<file path="config.mk">
export PLATFORM = sky130hd
export DESIGN_NAME = fetch_multi_outstanding
export DESIGN_NICKNAME = d
export VERILOG_FILES = /design/src/rtl/rv32i_types.sv /design/src/rtl/fetch_fifo.sv /design/src/rtl/fetch_multi_outstanding.sv
export SDC_FILE = /design/constraint.sdc
export NUM_CORES = 1
export LEC_CHECK = 0
export CORE_UTILIZATION = 25
export DETAILED_ROUTE_END_ITERATION = 12
export PLACE_DENSITY = 0.55
export SLEW_MARGIN = 15
export SYNTH_ARGS = -nofsm -noshare
export SYNTH_HDL_FRONTEND = slang
export SYNTH_SLANG_ARGS = --single-unit
export TNS_END_PERCENT = 5
</file>
<file path="constraint.sdc">
create_clock -name clk -period 3.15 [get_ports clk]
set_input_delay 0.945 -clock clk [delete_from_list [all_inputs] [get_ports clk]]
set_output_delay 0.945 -clock clk [all_outputs]
set_load 0.05 [all_outputs]
</file>
<file path="src/rtl/rv32i_types.sv">
// Shared RV32I front-end types used by the fetch stage and its response buffer.
package rv32i_types;

  // Hard ceiling on in-flight imem requests any fetch configuration may use.
  localparam int FETCH_MAX_OUTSTANDING = 4;

  // Record handed from fetch to the instruction queue.
  typedef struct packed {
    logic [31:0] pc;
    logic [31:0] pc_next;
    logic [31:0] out_inst;
  } if_id_stage_reg_t;

  // One returned instruction waiting in the response buffer.
  typedef struct packed {
    logic [31:0] pc;
    logic [31:0] inst;
  } fetch_buf_entry_t;

  // One outstanding imem request; kill marks it as belonging to a dead path.
  typedef struct packed {
    logic [31:0] pc;
    logic        kill;
  } fetch_trk_entry_t;

  // Sequential successor; wraps modulo 2^32.
  function automatic logic [31:0] pc_inc(input logic [31:0] pc);
    return pc + 32'd4;
  endfunction

endpackage

</file>
<file path="src/rtl/fetch_fifo.sv">
// Parametrised width/depth FIFO with synchronous flush, used as the fetch
// response buffer. DEPTH must be a power of two and at least 2 so the
// pointers wrap naturally. The caller never pushes when full or pops when empty.
module fetch_fifo #(
  parameter int WIDTH = 64,
  parameter int DEPTH = 4
) (
  input  logic                     clk,
  input  logic                     rst,
  input  logic                     i_push,
  input  logic [WIDTH-1:0]         i_wdata,
  input  logic                     i_pop,
  input  logic                     i_flush,
  output logic [WIDTH-1:0]         o_rdata,
  output logic                     o_empty,
  output logic [$clog2(DEPTH):0]   o_count
);

  localparam int AW = $clog2(DEPTH);
  localparam int CW = AW + 1;

  logic [WIDTH-1:0] r_mem [DEPTH];
  logic [AW-1:0]    r_wr_ptr;
  logic [AW-1:0]    r_rd_ptr;
  logic [CW-1:0]    r_count;

  // Storage write; a flush in the same cycle discards the pushed word.
  // NOTE: the data array has no reset -- validity lives entirely in the
  // pointers/count, and resetting storage would only cost area and timing.
  always_ff @(posedge clk) begin
    if (i_push && !i_flush) begin
      r_mem[r_wr_ptr] <= i_wdata;
    end
  end

  // Pointer and occupancy bookkeeping; flush empties the buffer in one cycle.
  // NOTE: sequential state uses non-blocking assignments so every register
  // samples pre-edge values regardless of statement order.
  always_ff @(posedge clk) begin
    if (rst || i_flush) begin
      r_wr_ptr <= '0;
      r_rd_ptr <= '0;
      r_count  <= '0;
    end else begin
      if (i_push) r_wr_ptr <= r_wr_ptr + AW'(1);
      if (i_pop)  r_rd_ptr <= r_rd_ptr + AW'(1);
      case ({i_push, i_pop})
        2'b10:   r_count <= r_count + CW'(1);
        2'b01:   r_count <= r_count - CW'(1);
        default: r_count <= r_count;
      endcase
    end
  end

  assign o_rdata = r_mem[r_rd_ptr];
  assign o_empty = (r_count == '0);
  assign o_count = r_count;

endmodule

</file>
<file path="src/rtl/fetch_multi_outstanding.sv">
// Instruction fetch stage with up to OUTSTANDING in-order imem requests in
// flight. Returned instructions land in a response buffer sized by credits,
// so a stalled instruction queue never loses a memory response. Redirects
// flush the buffer and kill in-flight requests from the old path.
// Optional feature macro: FETCH_PREDICT_EN (adds prediction/predict_pc and
// a predicted-taken redirect on enqueue).
module fetch_multi_outstanding
  import rv32i_types::*;
#(
  parameter logic [31:0] RESET_PC    = 32'h6000_0000,
  parameter int          OUTSTANDING = 2,
  parameter int          BUF_DEPTH   = 4
) (
  input  logic             clk,
  input  logic             rst,
  input  logic             full,
  input  logic             branch,
  input  logic [31:0]      br_pc,
`ifdef FETCH_PREDICT_EN
  input  logic             prediction,
  input  logic [31:0]      predict_pc,
`endif
  input  logic             imem_ready,
  input  logic             imem_resp,
  input  logic [31:0]      imem_rdata,
  output logic             imem_req,
  output logic [31:0]      imem_addr,
  output logic [3:0]       imem_rmask,
  output logic             enq,
  output if_id_stage_reg_t if_id_reg_next
);

  localparam int TAW  = (OUTSTANDING > 1) ? $clog2(OUTSTANDING) : 1;
  localparam int IW   = $clog2(FETCH_MAX_OUTSTANDING + 1);
  localparam int CNTW = $clog2(BUF_DEPTH) + 1;
  localparam int SW   = ((IW > CNTW) ? IW : CNTW) + 1;

  // Fetch PC and in-order request tracker.
  logic [31:0]      r_pc;
  fetch_trk_entry_t r_trk [OUTSTANDING];
  logic [TAW-1:0]   r_trk_wr;
  logic [TAW-1:0]   r_trk_rd;
  logic [IW-1:0]    r_inflight;

  // Response buffer interface.
  fetch_buf_entry_t w_buf_wdata;
  fetch_buf_entry_t w_buf_head;
  logic             w_buf_push;
  logic             w_buf_empty;
  logic [CNTW-1:0]  w_buf_count;

  logic             w_issue;
  logic             w_redirect;
  logic             w_pred_redirect;
  logic [31:0]      w_target;
  logic [SW-1:0]    w_credit_used;
  fetch_trk_entry_t w_trk_head;

  // Tracker depth need not be a power of two, so wrap explicitly.
  function automatic logic [TAW-1:0] trk_inc(input logic [TAW-1:0] ptr);
    return (ptr == TAW'(OUTSTANDING - 1)) ? '0 : ptr + TAW'(1);
  endfunction

`ifdef FETCH_PREDICT_EN
  // A predicted-taken entry still enqueues; everything younger is squashed.
  assign w_pred_redirect = enq && prediction;
  assign w_target        = branch ? br_pc : predict_pc;
`else
  assign w_pred_redirect = 1'b0;
  assign w_target        = br_pc;
`endif

  assign w_redirect    = branch || w_pred_redirect;
  assign w_credit_used = SW'(r_inflight) + SW'(w_buf_count);

  // Credit rule: only issue when the returning response is sure of a slot.
  assign imem_req   = !rst && !branch
                    && (r_inflight < IW'(OUTSTANDING))
                    && (w_credit_used < SW'(BUF_DEPTH));
  assign imem_addr  = r_pc;
  assign imem_rmask = 4'hF;
  assign w_issue    = imem_req && imem_ready;

  // Responses return in order, so the tracker head always names them.
  assign w_trk_head  = r_trk[r_trk_rd];
  assign w_buf_push  = imem_resp && !w_trk_head.kill && !w_redirect;
  assign w_buf_wdata = '{pc: w_trk_head.pc, inst: imem_rdata};

  assign enq = !rst && !w_buf_empty && !full && !branch;

  // Present the buffer head to the queue; zero while empty or in reset.
  // NOTE: defaults first in always_comb so no path can infer a latch.
  always_comb begin
    if_id_reg_next = '0;
    if (!rst && !w_buf_empty) begin
      if_id_reg_next.pc       = w_buf_head.pc;
      if_id_reg_next.pc_next  = pc_inc(w_buf_head.pc);
      if_id_reg_next.out_inst = w_buf_head.inst;
    end
  end

  // Fetch PC: redirect beats sequential advance.
  always_ff @(posedge clk) begin
    if (rst) begin
      r_pc <= RESET_PC;
    end else if (w_redirect) begin
      r_pc <= w_target;
    end else if (w_issue) begin
      r_pc <= pc_inc(r_pc);
    end
  end

  // Tracker: push on issue, pop on response, kill every entry on redirect
  // (the entry pushed in the redirect cycle is written already killed).
  always_ff @(posedge clk) begin
    if (rst) begin
      r_trk_wr   <= '0;
      r_trk_rd   <= '0;
      r_inflight <= '0;
      for (int i = 0; i < OUTSTANDING; i++) begin
        r_trk[i] <= '0;
      end
    end else begin
      if (w_redirect) begin
        for (int i = 0; i < OUTSTANDING; i++) begin
          r_trk[i].kill <= 1'b1;
        end
      end
      if (w_issue) begin
        r_trk[r_trk_wr].pc   <= r_pc;
        r_trk[r_trk_wr].kill <= w_redirect;
        r_trk_wr             <= trk_inc(r_trk_wr);
      end
      if (imem_resp) begin
        r_trk_rd <= trk_inc(r_trk_rd);
      end
      case ({w_issue, imem_resp})
        2'b10:   r_inflight <= r_inflight + IW'(1);
        2'b01:   r_inflight <= r_inflight - IW'(1);
        default: r_inflight <= r_inflight;
      endcase
    end
  end

  // A response with nothing in flight means memory and fetch lost sync.
  always_ff @(posedge clk) begin
    if (!rst && imem_resp) begin
      a_resp_has_request: assert (r_inflight != '0);
    end
  end

  fetch_fifo #(
    .WIDTH ($bits(fetch_buf_entry_t)),
    .DEPTH (BUF_DEPTH)
  ) u_resp_buf (
    .clk     (clk),
    .rst     (rst),
    .i_push  (w_buf_push),
    .i_wdata (w_buf_wdata),
    .i_pop   (enq),
    .i_flush (w_redirect),
    .o_rdata (w_buf_head),
    .o_empty (w_buf_empty),
    .o_count (w_buf_count)
  );

endmodule

</file>
After elaboration in Yosys (flattened, before gate mapping)
Memory sizes are Yosys's and may differ from the RTL's. A register that Yosys moved wholly into a read port is not among the register bits.
Cells that the tools add are included.
{"block": "word_totals", "reg_bits": 44, "latchBits": 0, "ram_bits": 322, "mem_bits_ro": 0, "input_bits": 70, "output_inout_bits": 134, "elab_cells": 75, "memories": 2}
{"name": "u_resp_buf.r_mem", "words": 4, "word_bits": 64, "rd": 1, "rd_clocked_by_memory_dff": 1, "write_ports": 1, "line": "fetch_fifo.sv:22", "source": "logic [WIDTH-1:0] r_mem [DEPTH];"}
{"name": "r_trk", "words": 2, "word_bits": 33, "rd": 1, "rd_clocked_by_memory_dff": 1, "write_ports": 2, "line": "fetch_multi_outstanding.sv:40", "source": "fetch_trk_entry_t r_trk [OUTSTANDING];"}
{"block": "classes", "n_addsub": 11, "n_mul": 0, "div": 0, "magnitude_cmp": 2, "eq_ne": 4, "n_shift": 0, "mux": 26, "n_bitwise": 2, "n_reduce_logical": 21}
{"op": "$mux 96", "n": 1}
{"op": "$add 32x3->32 const B", "n": 2}
{"op": "$mux 32", "n": 2}
{"op": "$mux 33", "n": 1}
{"op": "$reduce_or 33->1", "n": 1}
{"op": "$mux 1", "n": 17}
{"op": "$pmux 3 s2", "n": 2}
{"op": "$logic_and 1x1->1", "n": 10}
{"op": "$add 3x1->3 const B", "n": 2}
{"op": "$mux 2", "n": 3}
{"op": "$reduce_bool 2->1", "n": 3}
{"op": "$sub 3x1->3 const B", "n": 2}
{"op": "$logic_not 1->1", "n": 5}
{"op": "$add 2x1->2 const B", "n": 2}
{"op": "$add 3x3->4", "n": 1}
{"op": "$eq 2x1->1 const B", "n": 2}
{"op": "$eq 2x2->1 const B", "n": 2}
{"op": "$lt 4x3->1 const B", "n": 1}
{"op": "$logic_not 3->1", "n": 1}
{"op": "$lt 3x2->1 const B", "n": 1}
{"op": "$add 1x1->1 const B", "n": 2}
{"op": "$or 1x1->1", "n": 2}
{"op": "$logic_or 1x1->1", "n": 1}

Longest topological paths before layout
{"block": "depth", "word_depth": 10, "depth_mapped": 13, "mapped_depth_nobuf": 10}

Hierarchy
A second synthesis with hierarchy kept.
{"block": "unflattened", "cells_unflattened": 1025, "hier_area_um2": 15818.9}
{"mod": "fetch_fifo", "n_inst": 1, "cells_per_inst": 382, "area_per_inst_um2": 9748.1}
{"mod": "fetch_multi_outstanding", "n_inst": 1, "cells_per_inst": 643, "area_per_inst_um2": 6070.8}

Worst setup path before layout
Ideal clock, no wire load.
{"block": "synth_path", "path_kind": "input to register", "from": "input port rst", "to": "register u_resp_buf.r_count[2], in the netlist u_resp_buf.o_count[2]", "setup_ns": 0.070, "arrival_time_ns": 3.866, "setup_slack_ns": -0.787, "stages": 8, "path_buffers": 0, "path_cell_list": "or2_2 -> nor3_1 -> ha_1 -> inv_1 -> fa_1 -> xor2_1 -> or3_1 -> a21oi_1"}
{"block": "synth_via", "elab_chain_cells": 6, "word_cells_on_any_way": 9, "cone_classes": "eq/ne (2); mux (1); reduce/logical (6)"}
{"element": "start, declared", "line": "fetch_multi_outstanding.sv:15", "source": "input logic rst,"}
{"element": "$logic_not 1->1 *"}
{"element": "$logic_and 1x1->1 * (3 in a row)", "line": "fetch_multi_outstanding.sv:89", "source": "assign enq = !rst && !w_buf_empty && !full && !branch;"}
{"element": "net enq", "line": "fetch_multi_outstanding.sv:29", "source": "output logic enq,"}
{"element": "$eq 2x1->1 / $eq 2x2->1 (equally long branches)", "line": "fetch_fifo.sv:47", "source": "case ({i_push, i_pop})"}
{"element": "$pmux 3 s2 / $reduce_bool 2->1 (equally long branches)"}
{"element": "end signal, assigned", "line": "fetch_fifo.sv:48", "source": "2'b10: r_count <= r_count + CW'(1);"}
{"element": "end signal, assigned", "line": "fetch_fifo.sv:49", "source": "2'b01: r_count <= r_count - CW'(1);"}
{"element": "end signal, assigned", "line": "fetch_fifo.sv:50", "source": "default: r_count <= r_count;"}
{"element": "end, declared", "line": "fetch_fifo.sv:25", "source": "logic [CW-1:0] r_count;"}
The timed path passes the listed nets; every way through them passes the cells marked *.
A chain may end at the register's enable or synchronous reset.

==> results.toml <==
[logic_synthesis]
syn_area_um2 = 15930
synth.largest_area_cell = "edfxtp_1"
synth.top_cell.area_share_pct = 60.69
syn-instance-count = 1059
ys_types = 59
synth-seq-area-share_pct = 66.59
synth_flop_cell = "edfxtp_1"
synth-edff-count = 322
async_flop_share_pct = 0
syn_area_per_cell_um2 = 15.05
yosys_warnings = 0
synth_area_leaders = "edfxtp_1 61%, mux4_2 9.0%, dfxtp_1 5.9%"
synth_seq_cells = 369

[global_routing]
grt_max_degree = 43
antenna_found_initial = 2
grt.total_usage_pct = 13.06
grt_pass1_vias = 10150
overflow = 0
grt_pass1_wl_mm = 63.69

[clock_network]
clkTransAtPathRegs_ps = 60
cts_max_path_buffers = 3
cts_max_level = 2
root_buffer = "clkbuf_16"
cts_tree = "yes"
clk_latency_ps = 560
cts.sinks = 369
hold_buffers = 0
cts_buffers = 40

[worst_setup_path]
critPathCaptureType = "output port"
path_cells = "buf_8, buf_6, mux4_2, buf_6, and4_4, nand4_4, buf_12, or4_4, a21oi_4, buf_12"
cp_slowest_cell = "or4_4"
crit_type = "reg -> out"
critPathMaxStageDelay_ps = 430
worstPathRequired_ps = 2200
reg2reg_slack_ps = 500
critPathTopFamily = "simple AND/OR/NAND/NOR gates"
worst-path-buf-inv = 5
cp_max_fo = 7
critPathLaunchType = "flop"
cp.arrival_ps = 2970

[routing]
initialDrtViolationCount = 507
drt-pass1-iter-count = 5
routedWlPerCell_um = 18.67
totalWireLength_mm = 42.29
routed_via_density = 4.451
drc = 0
vias = 10080
drt.antenna.violating_nets = 0

[sta]
tightest_slew_ps = 560.2
fin_tns_setup_ps = -19660
slew_violations = 0
fmax_ghz = 0.2554
clock-skew-final_ps = 25.98
rsz0062_at_grt = "yes"
setup_viol = 77
final.min_clock_period_ps = 3915
slew_headroom_pct = 62.54
finalCritPeriodShare_pct = 124.3
hold_violations = 0
setup_slack_ps = -765.0
hold_ws_ps = 517.6

[pwr]
powerDensity_nw_per_um2 = 498.6
p_leak_uw = 0.007831
peakVddDrop_mv = 0.3359

[outcome]
violations = "setup timing"
status = "finished with violations"

[layout]
fin_nets = 1472
syn_to_final_growth_pct = 42.83
fin_util_pct = 36.14
drive_gt1_share_pct = 35.97
final_cells = 2265
fillers = 5946

[floorplan]
die_h_um = 254.5
die_area_um2 = 64740
io_pins = 204
die_w_um = 254.5
start_util_pct = 25.30
rows = 92
core_area_um2 = 62970

[placement]
dpl.cell_count = 2185
io_buffers = 199
gp_congestion = 0.8272
dp_hpwl_mm = 29.80

[worst_hold_path]
hold_path_class = "reg -> reg"

[flow_run]
cap_violations = 0
[worst min-delay path: stages, from the launching register on]
cell and delay [ps]:
dfxtp_1 330, o21ai_0 80, a21oi_1 60
[synthesized netlist by cell type (all sizes together), types with 2 or more instances]
cell type / n
edfxtp: 322
and2: 124
nor2: 65
mux4: 64
dfxtp: 47
mux2: 42
clkbuf: 41
nand2: 39
a21oi: 29
o21ai: 28
nor3: 27
buf: 24
nand3: 24
inv: 22
nand4: 18
xnor2: 16
a31oi: 14
nor4: 14
ha: 10
or3: 10
and4: 9
xor2: 9
and3: 6
or2: 6
or4: 6
mux2i: 5
a32oi: 3
a41oi: 3
nand2b: 3
o31ai: 3
a211oi: 2
a21o: 2
a311o: 2
a311oi: 2
fa: 2
nand4b: 2
o21bai: 2
[flip-flops by register name (all words and copies together), names as in the netlist, named ones only]
| register | count |
|---|---|
| r_trk_rd | 1 |
| r_inflight | 3 |
| u_resp_buf.o_count | 3 |
| r_trk_wr | 1 |
| imem_addr | 32 |
| u_resp_buf.r_wr_ptr | 2 |
| r_trk | 66 |
| u_resp_buf.r_rd_ptr | 2 |
| u_resp_buf.r_mem | 256 |
[cell type report]
cell class	count	area, um^2	share of cell area [%]
Tap cell	846	1059	4.651
Inverter	22	82.58	0.3629
Multi-Input combinational cell	606	5466	24.02
Sequential cell	369	10620	46.67
Clock buffer	48	1084	4.761
Antenna cell	1	2.502	0.01100
Clock inverter	22	216.5	0.9512
Timing Repair Buffer	351	4225	18.57
[kinds of logic (layout without fill, tap and decap cells)]
logic type                 Yosys count  in the layout  share of synthesized area, %
buffers and inverters               87            443                         2.387
muxes                              111            111                         12.33
and+or+nand+nor                    356            356                         12.48
xor gates and xnor gates            25             25                         1.374
AOI/OAI and AO/OA                   98             98                         3.777
DFF                                369            369                         66.59
adders and majority gates           12             12                         1.037
other                                1              5                       0.02354
[where the power goes]
group | internal, uW | switching, uW
Combinational | 473 | 624
Sequential | 5480 | 94.5
Clock | 2770 | 1900
Total | 8730 | 2620
[worst paths after layout]
check        cells after the start               endpoint             startpoint
max                             10     if_id_reg_next[54]                   flop
min                              2  u_resp_buf.o_count[2]  u_resp_buf.o_count[2]
max reg2reg                      6            r_trk[1][3]          r_inflight[2]
min reg2reg                      2  u_resp_buf.o_count[2]  u_resp_buf.o_count[2]
[layer usage]
metal	vias up	global-route usage, %	part of all wire, %
met1	4991	18.82	48
met4	4	3.253	1.6
met3	50	2.674	6.1
li1	4707	-	-
met2	330	19.95	45
met5	-	0	0.064
[layout by cell type, fill, tap and decap left out, types with 22 or more instances in the layout]
| cell type | Yosys | layout |
|---|---|---|
| nand3_1 | 24 | 23 |
| o21ai_0 | 28 | 28 |
| buf_12 | 0 | 93 |
| buf_4 | 7 | 116 |
| dfxtp_1 | 47 | 44 |
| and2_1 | 124 | 103 |
| clkbuf_16 | 0 | 42 |
| nor2_1 | 65 | 48 |
| edfxtp_1 | 322 | 322 |
| clkdlybuf4s50_1 | 0 | 99 |
| nand2_1 | 39 | 35 |
| buf_6 | 2 | 34 |
| mux4_2 | 64 | 64 |
| a21oi_1 | 29 | 22 |
| mux2_2 | 42 | 36 |
[through the flow]
| step | worst slack, ps | area, um^2 | total power, uW |
|---|---|---|---|
| global placement | -373.0 | 20880 | 6728 |
| global route | -855.1 | 22750 | 11750 |
| finish | -765.0 | 22760 | 11350 |
| CTS | -811.5 | 22650 | 11470 |
| floorplan | -192.9 | 16140 | 6216 |
| detailed placement | -434.3 | 20880 | 6747 |
[what timing repair did]
item | in CTS | in global routing
pin swaps | 24 | 13
buffers inserted | 9 | 0
setup endpoints to repair | 98 | 96
resized for setup | 99 | 31
Note: power is estimated with default switching activity, not from simulation.
